===== src/rtl/tppe_pkg.sv =====
// Shared TPPE definitions: correction-stage state encoding and the lane
// difference-width helper used when subtracting corrections from the pseudo sum.
package tppe_pkg;

  typedef enum logic [2:0] {
    ST_IDLE   = 3'd0,
    ST_FETCH  = 3'd1,
    ST_WAIT   = 3'd2,
    ST_APPLY  = 3'd3,
    ST_OUTPUT = 3'd4
  } corr_state_e;

  // One extra bit over the wider operand so pseudo - corr never wraps.
  function automatic int lane_diff_w(input int a_w, input int b_w);
    return ((a_w > b_w) ? a_w : b_w) + 1;
  endfunction

endpackage


===== src/rtl/tppe_corr_lane.sv =====
// One result lane: accumulates the correction for its timestep and produces
// the clamped (or truncated) pseudo - corr result with an overflow flag.
module tppe_corr_lane
  import tppe_pkg::*;
#(
  parameter int WEIGHT_WIDTH = 8,
  parameter int PSEUDO_W     = 12,
  parameter int CORR_W       = 12,
  parameter int RESULT_W     = 10,
  parameter int SATURATE     = 1
) (
  input  logic                    clk,
  input  logic                    rst,
  input  logic                    clr,
  input  logic                    add,
  input  logic [WEIGHT_WIDTH-1:0] weight,
  input  logic [PSEUDO_W-1:0]     pseudo,
  output logic [RESULT_W-1:0]     res,
  output logic                    ovf
);

  localparam int DW = lane_diff_w(PSEUDO_W, CORR_W);

  logic [CORR_W-1:0]   corr;
  logic [DW-1:0]       diff;
  logic [RESULT_W-1:0] lo;
  logic                neg;
  logic                hi;

  always_ff @(posedge clk) begin
    if (rst || clr)
      corr <= '0;
    else if (add)
      corr <= corr + CORR_W'(weight);
  end

  assign diff = DW'(pseudo) - DW'(corr);
  assign neg  = diff[DW-1];

  // Upper-range overflow is only possible when the result is narrower than the difference.
  if (RESULT_W >= DW - 1) begin : g_nohi
    assign hi = 1'b0;
    assign lo = RESULT_W'($signed(diff));
  end else begin : g_hi
    assign hi = ~neg & (|diff[DW-2:RESULT_W]);
    assign lo = diff[RESULT_W-1:0];
  end

  always_comb begin
    res = lo;
    ovf = neg | hi;
    if (SATURATE != 0) begin
      if (neg)
        res = '0;
      else if (hi)
        res = '1;
    end
  end

endmodule


===== src/rtl/tppe_correction_accumulator.sv =====
// Tile accumulator: sums fast_prefix weights, corrects every laggy_prefix entry
// against its fibre-A spike word, and hands out TIMESTEPS lane results per tile.
module tppe_correction_accumulator
  import tppe_pkg::*;
#(
  parameter int TIMESTEPS    = 8,
  parameter int WEIGHT_WIDTH = 8,
  parameter int PSEUDO_W     = 12,
  parameter int CORR_W       = 12,
  parameter int RESULT_W     = 10,
  parameter int POS_W        = 7,
  parameter int ADDR_WIDTH   = 8,
  parameter int SATURATE     = 1
) (
  input  logic                            clk,
  input  logic                            rst,
  input  logic                            fast_valid,
  input  logic [WEIGHT_WIDTH-1:0]         fast_weight,
  input  logic                            fast_last,
  output logic                            fast_ready,
  input  logic                            slow_valid,
  input  logic [WEIGHT_WIDTH-1:0]         slow_weight,
  input  logic [POS_W-1:0]                slow_offset,
  input  logic                            slow_last,
  output logic                            slow_ready,
  input  logic                            slow_none,
  output logic                            fa_req,
  output logic [ADDR_WIDTH-1:0]           fa_addr,
  input  logic                            fa_rvalid,
  input  logic [TIMESTEPS-1:0]            fa_rdata,
  output logic                            res_valid,
  input  logic                            res_ready,
  output logic [TIMESTEPS*RESULT_W-1:0]   res_data,
  output logic                            res_ovf
);

  corr_state_e state, state_nx;

  logic [PSEUDO_W-1:0]     pseudo;
  logic                    fast_done;
  logic                    slow_done;
  logic [WEIGHT_WIDTH-1:0] w_q;
  logic [POS_W-1:0]        off_q;
  logic                    last_q;
  logic [TIMESTEPS-1:0]    word_q;
  logic                    fast_acc;
  logic                    slow_acc;
  logic                    res_hs;
  logic                    apply;

  logic [TIMESTEPS-1:0][RESULT_W-1:0] lane_res;
  logic [TIMESTEPS-1:0]               lane_ovf;

  always_ff @(posedge clk) begin
    if (rst)
      state <= ST_IDLE;
    else
      state <= state_nx;
  end

  // Tile completion wins over a pending slow entry: that entry belongs to the next tile.
  always_comb begin
    state_nx = state;
    case (state)
      ST_IDLE: begin
        if (fast_done && slow_done)
          state_nx = ST_OUTPUT;
        else if (slow_valid && !slow_done)
          state_nx = ST_FETCH;
      end
      ST_FETCH:  state_nx = ST_WAIT;
      ST_WAIT:   if (fa_rvalid) state_nx = ST_APPLY;
      ST_APPLY:  state_nx = ST_IDLE;
      ST_OUTPUT: if (res_ready) state_nx = ST_IDLE;
      default:   state_nx = ST_IDLE;
    endcase
  end

  always_comb begin
    fast_ready = (state != ST_OUTPUT);
    slow_ready = (state == ST_IDLE) && slow_valid && !slow_done;
    fa_req     = (state == ST_FETCH);
    res_valid  = (state == ST_OUTPUT);
  end

  assign fast_acc = fast_valid & fast_ready;
  assign slow_acc = slow_valid & slow_ready;
  assign res_hs   = res_valid & res_ready;
  assign apply    = (state == ST_APPLY);

  always_ff @(posedge clk) begin
    if (rst || res_hs) begin
      pseudo    <= '0;
      fast_done <= 1'b0;
      slow_done <= 1'b0;
    end else begin
      if (fast_acc) begin
        pseudo <= pseudo + PSEUDO_W'(fast_weight);
        if (fast_last) begin
          fast_done <= 1'b1;
          if (slow_none)
            slow_done <= 1'b1;
        end
      end
      if (apply && last_q)
        slow_done <= 1'b1;
    end
  end

  // Read data is only taken in WAIT, so a response left over from before reset is dropped.
  always_ff @(posedge clk) begin
    if (rst) begin
      w_q    <= '0;
      off_q  <= '0;
      last_q <= 1'b0;
      word_q <= '0;
    end else begin
      if (slow_acc) begin
        w_q    <= slow_weight;
        off_q  <= slow_offset;
        last_q <= slow_last;
      end
      if ((state == ST_WAIT) && fa_rvalid)
        word_q <= fa_rdata;
    end
  end

  assign fa_addr = ADDR_WIDTH'(off_q);

  for (genvar t = 0; t < TIMESTEPS; t++) begin : g_lane
    tppe_corr_lane #(
      .WEIGHT_WIDTH (WEIGHT_WIDTH),
      .PSEUDO_W     (PSEUDO_W),
      .CORR_W       (CORR_W),
      .RESULT_W     (RESULT_W),
      .SATURATE     (SATURATE)
    ) u_lane (
      .clk    (clk),
      .rst    (rst),
      .clr    (res_hs),
      .add    (apply && !word_q[t]),
      .weight (w_q),
      .pseudo (pseudo),
      .res    (lane_res[t]),
      .ovf    (lane_ovf[t])
    );
  end

  assign res_data = res_valid ? lane_res : '0;
  assign res_ovf  = res_valid & (|lane_ovf);

endmodule

===== config.mk =====
export PLATFORM = sky130hd
export DESIGN_NAME = tppe_correction_accumulator
export DESIGN_NICKNAME = d
export VERILOG_FILES = /design/src/rtl/tppe_pkg.sv /design/src/rtl/tppe_corr_lane.sv /design/src/rtl/tppe_correction_accumulator.sv
export SDC_FILE = /design/constraint.sdc
export NUM_CORES = 1
export LEC_CHECK = 0
export CORE_ASPECT_RATIO = 1.25
export CORE_MARGIN = 2
export CORE_UTILIZATION = 38
export CTS_CLUSTER_SIZE = 30
export DETAILED_ROUTE_END_ITERATION = 10
export SLEW_MARGIN = 20
export SYNTH_ARGS = -nofsm -noshare
export SYNTH_HDL_FRONTEND = slang
export SYNTH_SLANG_ARGS = --single-unit

===== constraint.sdc =====
create_clock -name clk -period 5 [get_ports clk]
set_clock_uncertainty 0.1 [all_clocks]
set_input_delay 0.75 -clock clk [delete_from_list [all_inputs] [get_ports clk]]
set_output_delay 0.75 -clock clk [all_outputs]
set_load 0.02 [all_outputs]

* Yosys cells after proc, flatten, opt, wreduce, memory -nomap -nowiden
Index checks and enable logic that the tools add are counted.
** Storage, ports and cells
- Register bits :: 137
- Input port bits :: 40
- Output and inout port bits :: 93
- Logic and storage cells :: 135
** Cells by class
- $add $sub $neg :: 17
- Equality and inequality tests :: 8
- Muxes and demuxes :: 26
- Bitwise operators :: 28
- Reductions and logical operators :: 40
** Operators by type and width (count)
- $mux 10 :: 16
- $add 12x8->12 :: 9
- $sub 12x12->13 :: 8
- $mux 80 :: 1
- $reduce_or 2->1 :: 8
- $logic_and 1x1->1 :: 14
- $and 1x1->1 :: 12
- $mux 3 :: 4
- $pmux 3 s4 :: 1
- $logic_not 1->1 :: 9
- $not 1->1 :: 8
- $or 1x1->1 :: 8
- $reduce_or 8->1 :: 1
- $eq 3x2->1 const B :: 2
- $ne 3x3->1 const B :: 2
- $reduce_and 3->1 :: 2
- $reduce_bool 2->1 :: 3
- $mux 1 :: 4
- $eq 3x1->1 const B :: 1
- $eq 3x3->1 const B :: 1
- $logic_not 3->1 :: 1
- $ne 2x1->1 const B :: 1
- $ne 2x2->1 const B :: 1
- $reduce_and 2->1 :: 1
- $logic_or 1x1->1 :: 1

* Depth between registers and ports, before layout
Gate-level depths: netlist of the first run.
- Word-level depth :: 6
- Depth in mapped cells :: 12
- Mapped depth without buffers :: 12

* Hierarchy
Synthesis of the first run repeated with hierarchy kept, for this count alone.
** Unflattened totals
- Cells, all modules :: 1923
- Area total of the unflattened synthesis :: 14828.0 um^2
** Modules (own cells, without submodules)
- tppe_corr_lane (g_lane[0].u_lane ...) :: instances 6, cells each 201, area an instance 1544.0 um^2, sequential area each 240.2 um^2
- tppe_correction_accumulator :: instances 1, cells each 328, area an instance 2558.7 um^2, sequential area each 820.8 um^2
- tppe_corr_lane (g_lane[7].u_lane) :: instances 1, cells each 199, area an instance 1514.0 um^2, sequential area each 240.2 um^2
- tppe_corr_lane (g_lane[6].u_lane) :: instances 1, cells each 190, area an instance 1491.4 um^2, sequential area each 240.2 um^2

* Least setup slack after synthesis of the first run
No wires, ideal clock.
- Kind :: flip-flop to output port
- From :: register pseudo[1]
- To :: output res_data[9]
- Arrival :: 3.131 ns
- Data required time :: 4.150 ns
- Path slack :: 1.019 ns
- Cell stages (with the launch flop) :: 11
- Buffers on the path :: 1
- Cells stage by stage :: dfxtp_1 inv_1 fa_1 nor2b_1 o31a_1 o22ai_1 a211o_1 o2bb2ai_1 clkbuf_1 a211oi_1 nor3b_1
** On the way
- Cells in the longest elaborated chain, start to end :: 6
- Elaborated cells on any way between the ends :: 7
- Classes of those cells :: 1 x add/sub; 3 x mux; 2 x bitwise; 1 x reduce/logical
** Ends and longest elaborated chain
- start, declared :: RTL line tppe_correction_accumulator.sv:39 : logic [PSEUDO_W-1:0] pseudo;
- start signal, assigned :: RTL line tppe_correction_accumulator.sv:98 : pseudo <= pseudo + PSEUDO_W'(fast_weight);
- $sub 12x12->13 * :: RTL line tppe_corr_lane.sv:37 : assign diff = DW'(pseudo) - DW'(corr);
- $reduce_or 2->1 or $not 1->1 (tied branches) :: RTL line tppe_corr_lane.sv:45 : assign hi = ~neg & (|diff[DW-2:RESULT_W]);
- $and 1x1->1 :: RTL line tppe_corr_lane.sv:45
- $mux 10 :: RTL line tppe_corr_lane.sv:55 : else if (hi)
- $mux 10 * :: RTL line tppe_corr_lane.sv:53 : if (neg)
- $mux 80 * :: RTL line tppe_correction_accumulator.sv:149 : assign res_data = res_valid ? lane_res : '0;
- end, declared :: RTL line tppe_correction_accumulator.sv:33 : output logic [TIMESTEPS*RESULT_W-1:0] res_data,
Every way passes the cells marked *; elsewhere a longest branch is shown, timed or not.

* Worst setup path in the final report of the first run
- From :: register pseudo[0]
- To :: output res_data[33]
Same word-level chain as after synthesis.

==> reports/results.ini, run 1 <==
[outcome]
status = complete, no violations

[cts]
holdBufCountCts = 0
htree_levels = 4
clk_latency_ns = 0.45
clock-root-buffer = clkbuf_16
cts_tree = built
path_clk_slew_ns = 0.07
cts_sinks = 137
cts-buffers-inserted = 17
clockBufferDepth = 2

[sta]
worst_slew_pin_slew_ns = 0.993
setup_ws_ns = 0.111
hold_violations = 0
finalSetupViolations = 0
grt_setup_unrepaired = yes
clock.fmax_ghz = 0.205
min_period_over_period_pct = 97.8
hold_ws_ns = 0.358
period_minus_slack_ns = 4.89
slew_violations = 0
tns_ns = 0
max_slew_margin_pct = 33.8

[critical_path]
path_cells = inv_2 > ha_1 > fa_1 > and2b_1 > o2111a_1 > or3_1 > and3_1 > a2111oi_2 > buf_4 > a21boi_1 > nor2_1 > clkdlybuf4s50_1
path_buf_inv = 3
slowest_stage = clkdlybuf4s50_1
crit_fanout = 10
end_kind = output pin
crit_path_start_kind = flip-flop
max_stage_delay_ns = 0.55
criticalPathCategory = reg2out
cp_top_family = buffers and inverters
worstPathRequired_ns = 4.15
arrival_ns = 4.04

[layout]
area_delta_synth_final_pct = 20.8
drive_gt1_share_pct = 6.28
finalInstanceArea_um2 = 15600
nets = 2108
diodes = 0

[placed_design]
placed_area_um2 = 15000
place_hpwl_um = 31500
globalplace.congestion = 0.885
post-place-ws_ns = 0.243
io_buffers = 131

[logic_synthesis]
synth_common_cells = 246 x a21oi_1, 226 x nand2_1, 183 x inv_1
synth_fp_nets = 1956
synth_edf_count = 0
async_flop_share_pct = 0
synth_top_area_share_pct = 21.2
synth_cell_types = 74
ys_top_cells_by_area = dfxtp_1 21%, ha_1 16%, a21oi_1 9.5%, nand2_1 6.6%, inv_1 5.3%
synth_area_leader_cell = dfxtp_1
postSynthAreaPerCell_um2 = 7.46
synthCells = 1731
ys_seq_area_share_pct = 21.2
netlist_area_um2 = 12900
ys_seq_elements = 137
synth_top_flop_cell = dfxtp_1
yosysWarnings = 0
synth_most_common_cell = a21oi_1

[global_routing]
grt_pass1_vias = 12400
overflow = 0
antenna_found_initial = 0
grt_util_all_layers_pct = 23.1
grt_pass1_wl_um = 64000
grt_max_degree = 43

[floorplan]
die_x_um = 169
die_y_um = 210
ios = 133
dieArea_um2 = 35500
rows = 75
initial_core_util_pct = 38.6
core_area_um2 = 33500

[route]
initialDrtViolationCount = 688
drtPass1Iterations = 6
vias = 12800
routed_wl_um = 40800
avgViaCountPerCell = 5.51
wire_per_inst_um = 17.6
ant_nets = 0
drc = 0

[pwr]
vdd_drop_max_v = 0.000223
power_density_nw_per_um2 = 265
power.total_w = 0.00413
power_leakage_nw = 6.32

[min_path]
hp-class = reg2reg

[run]
maxCapViolCount = 0

-- logic make-up (layout without fill, tap and decap cells) --
kind of cell / count (synthesis) / in the layout / share of synthesized area (%)
buffers and inverters: 227 / 392 / 6.71
adder cells (fa/ha/maj): 185 / 185 / 18.9
flip-flops: 137 / 137 / 21.2
AND/OR/NAND/NOR: 543 / 543 / 20.3
AO/OA/AOI/OAI: 528 / 528 / 25.2
other: 1 / 1 / 0.0290
multiplexers: 22 / 22 / 1.71
XOR/XNOR: 88 / 88 / 5.96
-- metrics by stage --
stage / utilization, % / std cells
finish: 46.6 / 2319
global placement: 44.6 / 2285
global route: 46.6 / 2319
floorplan: - / 1731
CTS: 46.5 / 2319
detailed placement: 44.6 / 2285
-- sequential cells by signal, indices dropped and copies added (netlist names) --
signal and cells:
g_lane.u_lane.corr 96, pseudo 12, w_q 8, word_q 8, off_q 7, state 3, fast_done 1, last_q 1
slow_done 1
-- cell usage in the layout, fill, tap and decap left out, types with 23 or more instances in the layout --
cell type          n
buf_4             42
a211oi_1          26
nor2b_1           24
o21a_1            31
inv_1            181
nand4_1           23
nor2_1            92
xnor2_1           57
ha_1             168
nor3_1            33
a21oi_1          244
a21o_1            25
nand2_1          225
o21ai_0           83
clkdlybuf4s50_1  119
xor2_1            31
dfxtp_1          135
-- what timing repair did --
| action | 4_1_cts | 5_1_grt |
|---|---|---|
| endpoints found under the hold margin | 0 | 0 |
| gates resized for setup | 7 | 20 |
| buffers inserted | 2 | 0 |
| setup endpoints to repair | 14 | 36 |
| pin swaps | 0 | 1 |
-- routing by layer --
metal	vias up	routed length, µm	track usage [%]
li1	6429	-	-
met1	5913	17900	28.1
met2	345	19100	39.1
met3	92	1990	3.94
met4	0	1910	11.8
met5	-	0	0
-- tightest hold or removal path, stage by stage, from the launching register on --
cell	delay [ns]
dfxtp_1	0.31
nand2_1	0.05
a21oi_1	0.05
-- path summary, 6_finish.rpt --
check / depth (start not counted) / startpoint / slack (ns) / endpoint
max reg2reg: 11 / w_q[0]$_SDFFE_PP0P_ / 1.44 / g_lane[7].u_lane.corr[10]$_SDFFE_PP0P_
min reg2reg: 2 / off_q[6]$_SDFFE_PP0P_ / 0.36 / off_q[6]$_SDFFE_PP0P_
max: 12 / pseudo[0]$_SDFFE_PP0P_ / 0.11 / res_data[33]
min: 2 / off_q[6]$_SDFFE_PP0P_ / 0.36 / off_q[6]$_SDFFE_PP0P_
-- area by class of cell --
cell class,instances,area (µm²)
inverters,184,694
clock buffers,18,429
repair buffers,176,1710
multi-input cells,1367,9360
flip-flops and latches,137,2750
fillers,3315,17900
clock inverters,14,136
well taps,423,529
-- power by group --
part | leakage, nW | switching [W] | internal [W]
clock network | 0.269 | 0.000574 | 0.000694
registers | 1.11 | 0.0000729 | 0.00112
logic | 4.94 | 0.000970 | 0.000693
Power figures use the tool's default switching activity.
==> run 2, diff against run 1 <==
Settings changed: CORE_UTILIZATION 38 to 60, CTS_CLUSTER_DIAMETER set to 200, PLACE_DENSITY set to 0.84.
==> reports/results.ini, run 2 (same netlist as run 1, synthesis figures left out) <==
[cts]
htree_levels = 4  ; unchanged
clockBufferDepth = 2  ; unchanged
path_clk_slew_ns = 0.06  ; about the same
cts_tree = built
holdBufCountCts = 0  ; unchanged
cts-buffers-inserted = 17  ; unchanged
clk_latency_ns = 0.43  ; -0.02 ns
clock-root-buffer = clkbuf_16
cts_sinks = 137  ; unchanged

[sta]
hold_violations = 0  ; unchanged
slew_violations = 0  ; unchanged
hold_ws_ns = 0.354  ; -0.00334 ns
max_slew_margin_pct = 35.0  ; +1.2 points
finalSetupViolations = 0  ; unchanged
clock.fmax_ghz = 0.206  ; +0.71%
period_minus_slack_ns = 4.85  ; -0.0344 ns
min_period_over_period_pct = 97.1  ; -0.69 points
worst_slew_pin_slew_ns = 0.974  ; -0.0189 ns

[layout]
nets = 2101  ; -0.33%
finalInstanceArea_um2 = 15400  ; -1.4%
area_delta_synth_final_pct = 19.1
utilization_pct = 72.2  ; +26 points
diodes = 0  ; unchanged
layout_common_cells = 244 x a21oi_1, 226 x nand2_1, 182 x inv_1, 168 x ha_1, 136 x dfxtp_1
top_register = g_lane.u_lane.corr
largest_register_ffs = 96  ; unchanged
reg_top3 = g_lane.u_lane.corr x96, pseudo x12
drive_gt1_share_pct = 5.98  ; -0.29 points
fill_cells = 1653  ; -50%
multi_input_area_um2 = 9390  ; +0.39%
final_common_cell = a21oi_1
register_area_um2 = 2740  ; about the same

[critical_path]
endpoint = res_data[57]
arrival_ns = 4.00  ; -0.04 ns
reg2reg_from = w_q[1]$_SDFFE_PP0P_
worstPathRequired_ns = 4.15  ; about the same
critPathLaunch = pseudo[7]$_SDFFE_PP0P_
crit_fanout = 10  ; unchanged
rr_worst_depth = 11  ; unchanged
end_kind = output pin
criticalPathCategory = reg2out
worstReg2RegEnd = g_lane[0].u_lane.corr[10]$_SDFFE_PP0P_
reg2reg_slack_ns = 1.36  ; -0.08 ns
crit_path_start_kind = flip-flop

[route]
vias = 13400  ; +4.8%
drc = 0  ; unchanged
initialDrtViolationCount = 1085  ; +58%
ant_nets = 0  ; unchanged
avgViaCountPerCell = 6.18  ; +12%
wire_per_inst_um = 18.6  ; +5.5%
routed_wl_um = 40300  ; -1.4%
drtPass1Iterations = 5  ; -1

[floorplan]
initial_core_util_pct = 60.6  ; +22 points
die_y_um = 168  ; -20%
rows = 60  ; -20%
dieArea_um2 = 22700  ; -36%
ios = 133  ; unchanged
die_x_um = 135  ; -20%
core_area_um2 = 21300  ; -36%

[min_path]
hp-start = off_q[1]$_SDFFE_PP0P_
hp-class = reg2reg
min_delay_path_depth = 2  ; unchanged

[global_routing]
grt_pass1_vias = 12600  ; +1.6%
grt_max_degree = 40  ; -7.0%
grt_util_all_layers_pct = 34.5  ; +11 points
overflow = 0  ; unchanged
antenna_found_initial = 0  ; unchanged
grt_pass1_wl_um = 62000  ; -3.1%

[pwr]
p_seq_share_pct = 29.1  ; about the same
power_leakage_nw = 6.30  ; -0.33%
vdd_drop_max_v = 0.000259  ; +16%
clkPwrFrac_pct = 29.9  ; -0.8 points
net-switching-power_w = 0.00159  ; -1.6%
power_density_nw_per_um2 = 267  ; +0.97%
p_int_w = 0.00252  ; +0.31%
pwr-share-comb_pct = 40.9  ; +0.6 points
swShare_pct = 38.7  ; -0.46 points
power.total_w = 0.00411  ; -0.45%

[outcome]
status = complete, no violations

[placed_design]
placed_area_um2 = 14700  ; -1.9%
place_hpwl_um = 29500  ; -6.2%
globalplace.congestion = 0.979  ; +11%
io_buffers = 131  ; unchanged

[run]
maxCapViolCount = 0  ; unchanged

run 2: stage by stage:
step | TNS, ns | std cells | setup WS (ns)
global placement | 0 | 2132 | 0.371
floorplan | 0 | 1731 | 1.02
global route | -0.0869 | 2168 | -0.0375
CTS | -0.0557 | 2164 | -0.0557
finish | 0 | 2168 | 0.146
detailed placement | 0 | 2132 | 0.270
run 2: worst max-delay path: stages, from the launching register on:
cell and delay, ns:
dfxtp_1 0.66, buf_4 0.29, ha_1 0.23, a21oi_1 0.09
o21ai_0 0.47, nor3_1 0.12, a21o_1 0.18, o311a_1 0.34
or2_1 0.35, a21oi_1 0.20, clkdlybuf4s50_1 0.63
run 2: timing repair:
action	4_1_cts	5_1_grt
gates resized for setup	4	22
buffers inserted	0	4
pin swaps	1	1
setup endpoints to repair	13	76
run 2: power groups by stage:
stage | sequential, W | combinational [W] | clock [W]
after floorplan | 0.00119 | 0.00115 | 0
after global placement | 0.00121 | 0.00155 | 0
after detailed placement | 0.00122 | 0.00159 | 0
after CTS | 0.00119 | 0.00162 | 0.00123
after global routing | 0.00120 | 0.00182 | 0.00128
final | 0.00120 | 0.00168 | 0.00123
run 2: worst min path at each step:
stage / to / slack [ns]
global route: off_q[0]$_SDFFE_PP0P_ / 0.39
detailed placement: off_q[1]$_SDFFE_PP0P_ / 0.35
global placement: off_q[5]$_SDFFE_PP0P_ / 0.34
finish: off_q[1]$_SDFFE_PP0P_ / 0.35
floorplan: last_q$_SDFFE_PP0P_ / 0.34
CTS: off_q[1]$_SDFFE_PP0P_ / 0.36
run 2: layer usage:
layer | share of wire [%] | global-route usage (%) | routed length, µm
met5 | 0 | 0 | 0
met4 | 7.0 | 23.5 | 2830
met3 | 7.5 | 6.17 | 3020
met2 | 47 | 57.6 | 18900
met1 | 39 | 40.0 | 15600
run 2: cell type report:
class | instances | area share [%]
Multi-Input combinational cell | 1367 | 61.1
Inverter | 184 | 4.51
Timing Repair Buffer | 169 | 10.7
Clock buffer | 19 | 2.88
Clock inverter | 13 | 0.797
Tap cell | 279 | 2.27
Sequential cell | 137 | 17.8
==> run 3, diff against run 2 <==
Settings changed: GPL_TIMING_DRIVEN set to 0.
==> reports/results.ini, run 3 (same netlist as run 1, synthesis figures left out) <==
[outcome]
status = complete, no violations

[layout]
multi_input_area_um2 = 9400  ; about the same
fill_cells = 1670  ; +1.0%
top_register = g_lane.u_lane.corr
largest_register_ffs = 96  ; unchanged
area_delta_synth_final_pct = 19.9
utilization_pct = 72.7  ; +0.49 points
diodes = 0  ; unchanged
nets = 2115  ; +0.67%
register_area_um2 = 2760  ; +0.55%
layout_common_cells = 245 x a21oi_1, 224 x nand2_1, 181 x inv_1, 168 x ha_1, 128 x dfxtp_1
drive_gt1_share_pct = 5.31  ; -0.67 points
reg_top3 = g_lane.u_lane.corr x96, pseudo x12
final_common_cell = a21oi_1
fin_cells = 2181  ; +0.60%
finalInstanceArea_um2 = 15500  ; +0.68%

[global_routing]
overflow = 0  ; unchanged
grt_pass1_vias = 12900  ; +2.8%
antenna_found_initial = 0  ; unchanged
grt_max_degree = 17  ; -57%
grt_pass1_wl_um = 64100  ; +3.4%
grt_util_all_layers_pct = 35.8  ; +1.2 points

[critical_path]
worstReg2RegEnd = g_lane[7].u_lane.corr[10]$_SDFFE_PP0P_
arrival_ns = 4.05  ; +0.05 ns
path_cells = ha_1 > or3_1 > o21ai_0 > a211oi_1 > or3_1 > a2111oi_4 > nand2_1 > nor4b_4 > a31oi_2 > dlygate4sd2_1
path_buf_inv = 1  ; -1
slowest_stage = dfxtp_2
end_kind = output pin
crit_path_start_kind = flip-flop
crit_fanout = 10  ; unchanged
cp_top_family = simple AND/OR/NAND/NOR gates
reg2reg_from = w_q[1]$_SDFFE_PP0P_
max_stage_delay_ns = 0.64  ; -0.02 ns
criticalPathCategory = reg2out
worstPathRequired_ns = 4.15  ; about the same
cpMostUsedCell = or3_1
reg2reg_slack_ns = 0.65  ; -0.71 ns
rr_worst_depth = 10  ; -1

[cts]
cts_tree = built
clock-root-buffer = clkbuf_16
cts-buffers-inserted = 17  ; unchanged
holdBufCountCts = 0  ; unchanged
clk_latency_ns = 0.44  ; about the same
cts_sinks = 137  ; unchanged
clockBufferDepth = 2  ; unchanged
htree_levels = 4  ; unchanged
path_clk_slew_ns = 0.06  ; about the same

[floorplan]
dieArea_um2 = 22700  ; unchanged
ios = 133  ; unchanged
die_x_um = 135  ; unchanged
initial_core_util_pct = 60.6  ; unchanged
core_area_um2 = 21300  ; unchanged
rows = 60  ; unchanged
die_y_um = 168  ; unchanged

[sta]
finalSetupViolations = 0  ; unchanged
period_minus_slack_ns = 4.90  ; +0.0435 ns
hold_violations = 0  ; unchanged
grt_setup_unrepaired = no
hold_ws_ns = 0.361  ; +0.00718 ns
worst_slew_pin_slew_ns = 1.03  ; +0.0603 ns
max_slew_margin_pct = 31.1  ; -3.9 points
slew_violations = 0  ; unchanged
clock.fmax_ghz = 0.204  ; -0.89%
tns_ns = 0  ; unchanged
min_period_over_period_pct = 98.0  ; +0.87 points

[min_path]
holdPathEnd = off_q[5]$_SDFFE_PP0P_
min_delay_path_depth = 2  ; unchanged
hp-start = off_q[5]$_SDFFE_PP0P_
hp-class = reg2reg

[placed_design]
place_inst = 2141  ; +0.42%
place_hpwl_um = 28500  ; -3.6%
io_buffers = 131  ; unchanged
placed_area_um2 = 14600  ; -0.66%
globalplace.congestion = 0.930  ; -5.0%

[route]
wire_per_inst_um = 18.6  ; +0.22%
routed_wl_um = 40600  ; +0.82%
ant_nets = 0  ; unchanged
initialDrtViolationCount = 1126  ; +3.8%
avgViaCountPerCell = 6.15  ; -0.43%
vias = 13400  ; +0.16%
drtPass1Iterations = 8  ; +3
drc = 0  ; unchanged

[pwr]
vdd_drop_max_v = 0.000223  ; -14%
power_leakage_nw = 6.73  ; +6.9%
power_density_nw_per_um2 = 270  ; +1.2%

[run]
maxCapViolCount = 0  ; unchanged

run 3: changes by cell type in the layout (fill, tap and decap cells not counted), moves of 2 or more:
cell,change
buf_1,+9
buf_2,+2
buf_4,-27
bufinv_16,+2
clkbuf_1,+26
clkbuf_2,+2
clkdlybuf4s50_1,-26
clkinv_4,-2
dfxtp_1,-8
dfxtp_2,+6
dfxtp_4,+2
dlymetal6s2s_1,+25
nand2_1,-2
nand2_2,+2
run 3: how the worst max path moves through the flow:
stage                                start           end  slack (ns)  cells after the start
floorplan           pseudo[1]$_SDFFE_PP0P_   res_data[9]        1.02                     10
CTS                 pseudo[0]$_SDFFE_PP0P_       res_ovf       -0.02                     13
global route        pseudo[4]$_SDFFE_PP0P_  res_data[43]       0.008                     11
detailed placement  pseudo[1]$_SDFFE_PP0P_       res_ovf       -1.11                     11
global placement    pseudo[1]$_SDFFE_PP0P_       res_ovf       -1.09                     11
finish              pseudo[4]$_SDFFE_PP0P_       res_ovf        0.10                     10
run 3: final cells by class:
class | count | share of cell area [%]
timing repair buffer | 141 | 9.70
inverter | 184 | 4.51
tap | 279 | 2.25
buffer | 42 | 1.15
multi-input combinational | 1367 | 60.7
clock buffer | 20 | 2.95
clock inverter | 11 | 0.945
sequential | 137 | 17.8
run 3: layer usage:
layer	wire [µm]	vias to the layer above	GRT usage, %
li1	-	6448	-
met1	15800	6210	43.7
met2	18300	587	57.3
met3	3570	165	6.08
met4	2890	0	24.3
met5	0	-	0
run 3: metrics by stage:
stage / total power, W / setup WS [ns]
global route: 0.00438 / 0.00796
detailed placement: 0.00275 / -1.11
CTS: 0.00411 / -0.0183
floorplan: 0.00235 / 1.02
finish: 0.00419 / 0.102
global placement: 0.00272 / -1.09
run 3: timing repair:
item	CTS	global route
resized for setup	14	59
endpoints found under the setup margin	81	67
pin swaps	1	3
setup buffers	10	0
run 3: where the power goes:
group	leakage, nW	internal (W)	switching (W)	total [W]
Clock	0.292	0.000807	0.000525	0.00133
Sequential	1.11	0.00112	0.000106	0.00123
Combinational	5.33	0.000683	0.000941	0.00162
Total	6.73	0.00262	0.00157	0.00419
run 3: worst register-to-register path, cell delays in order (launching register included):
cell       delay, ns
dfxtp_1         0.90
inv_1           0.72
fa_1            0.66
nor2b_1         0.12
o21ai_0         0.11
a21oi_1         0.20
o21ai_0         0.13
a21oi_1         0.22
o21ai_0         0.16
a2111oi_0       0.70
mux2i_1         0.28
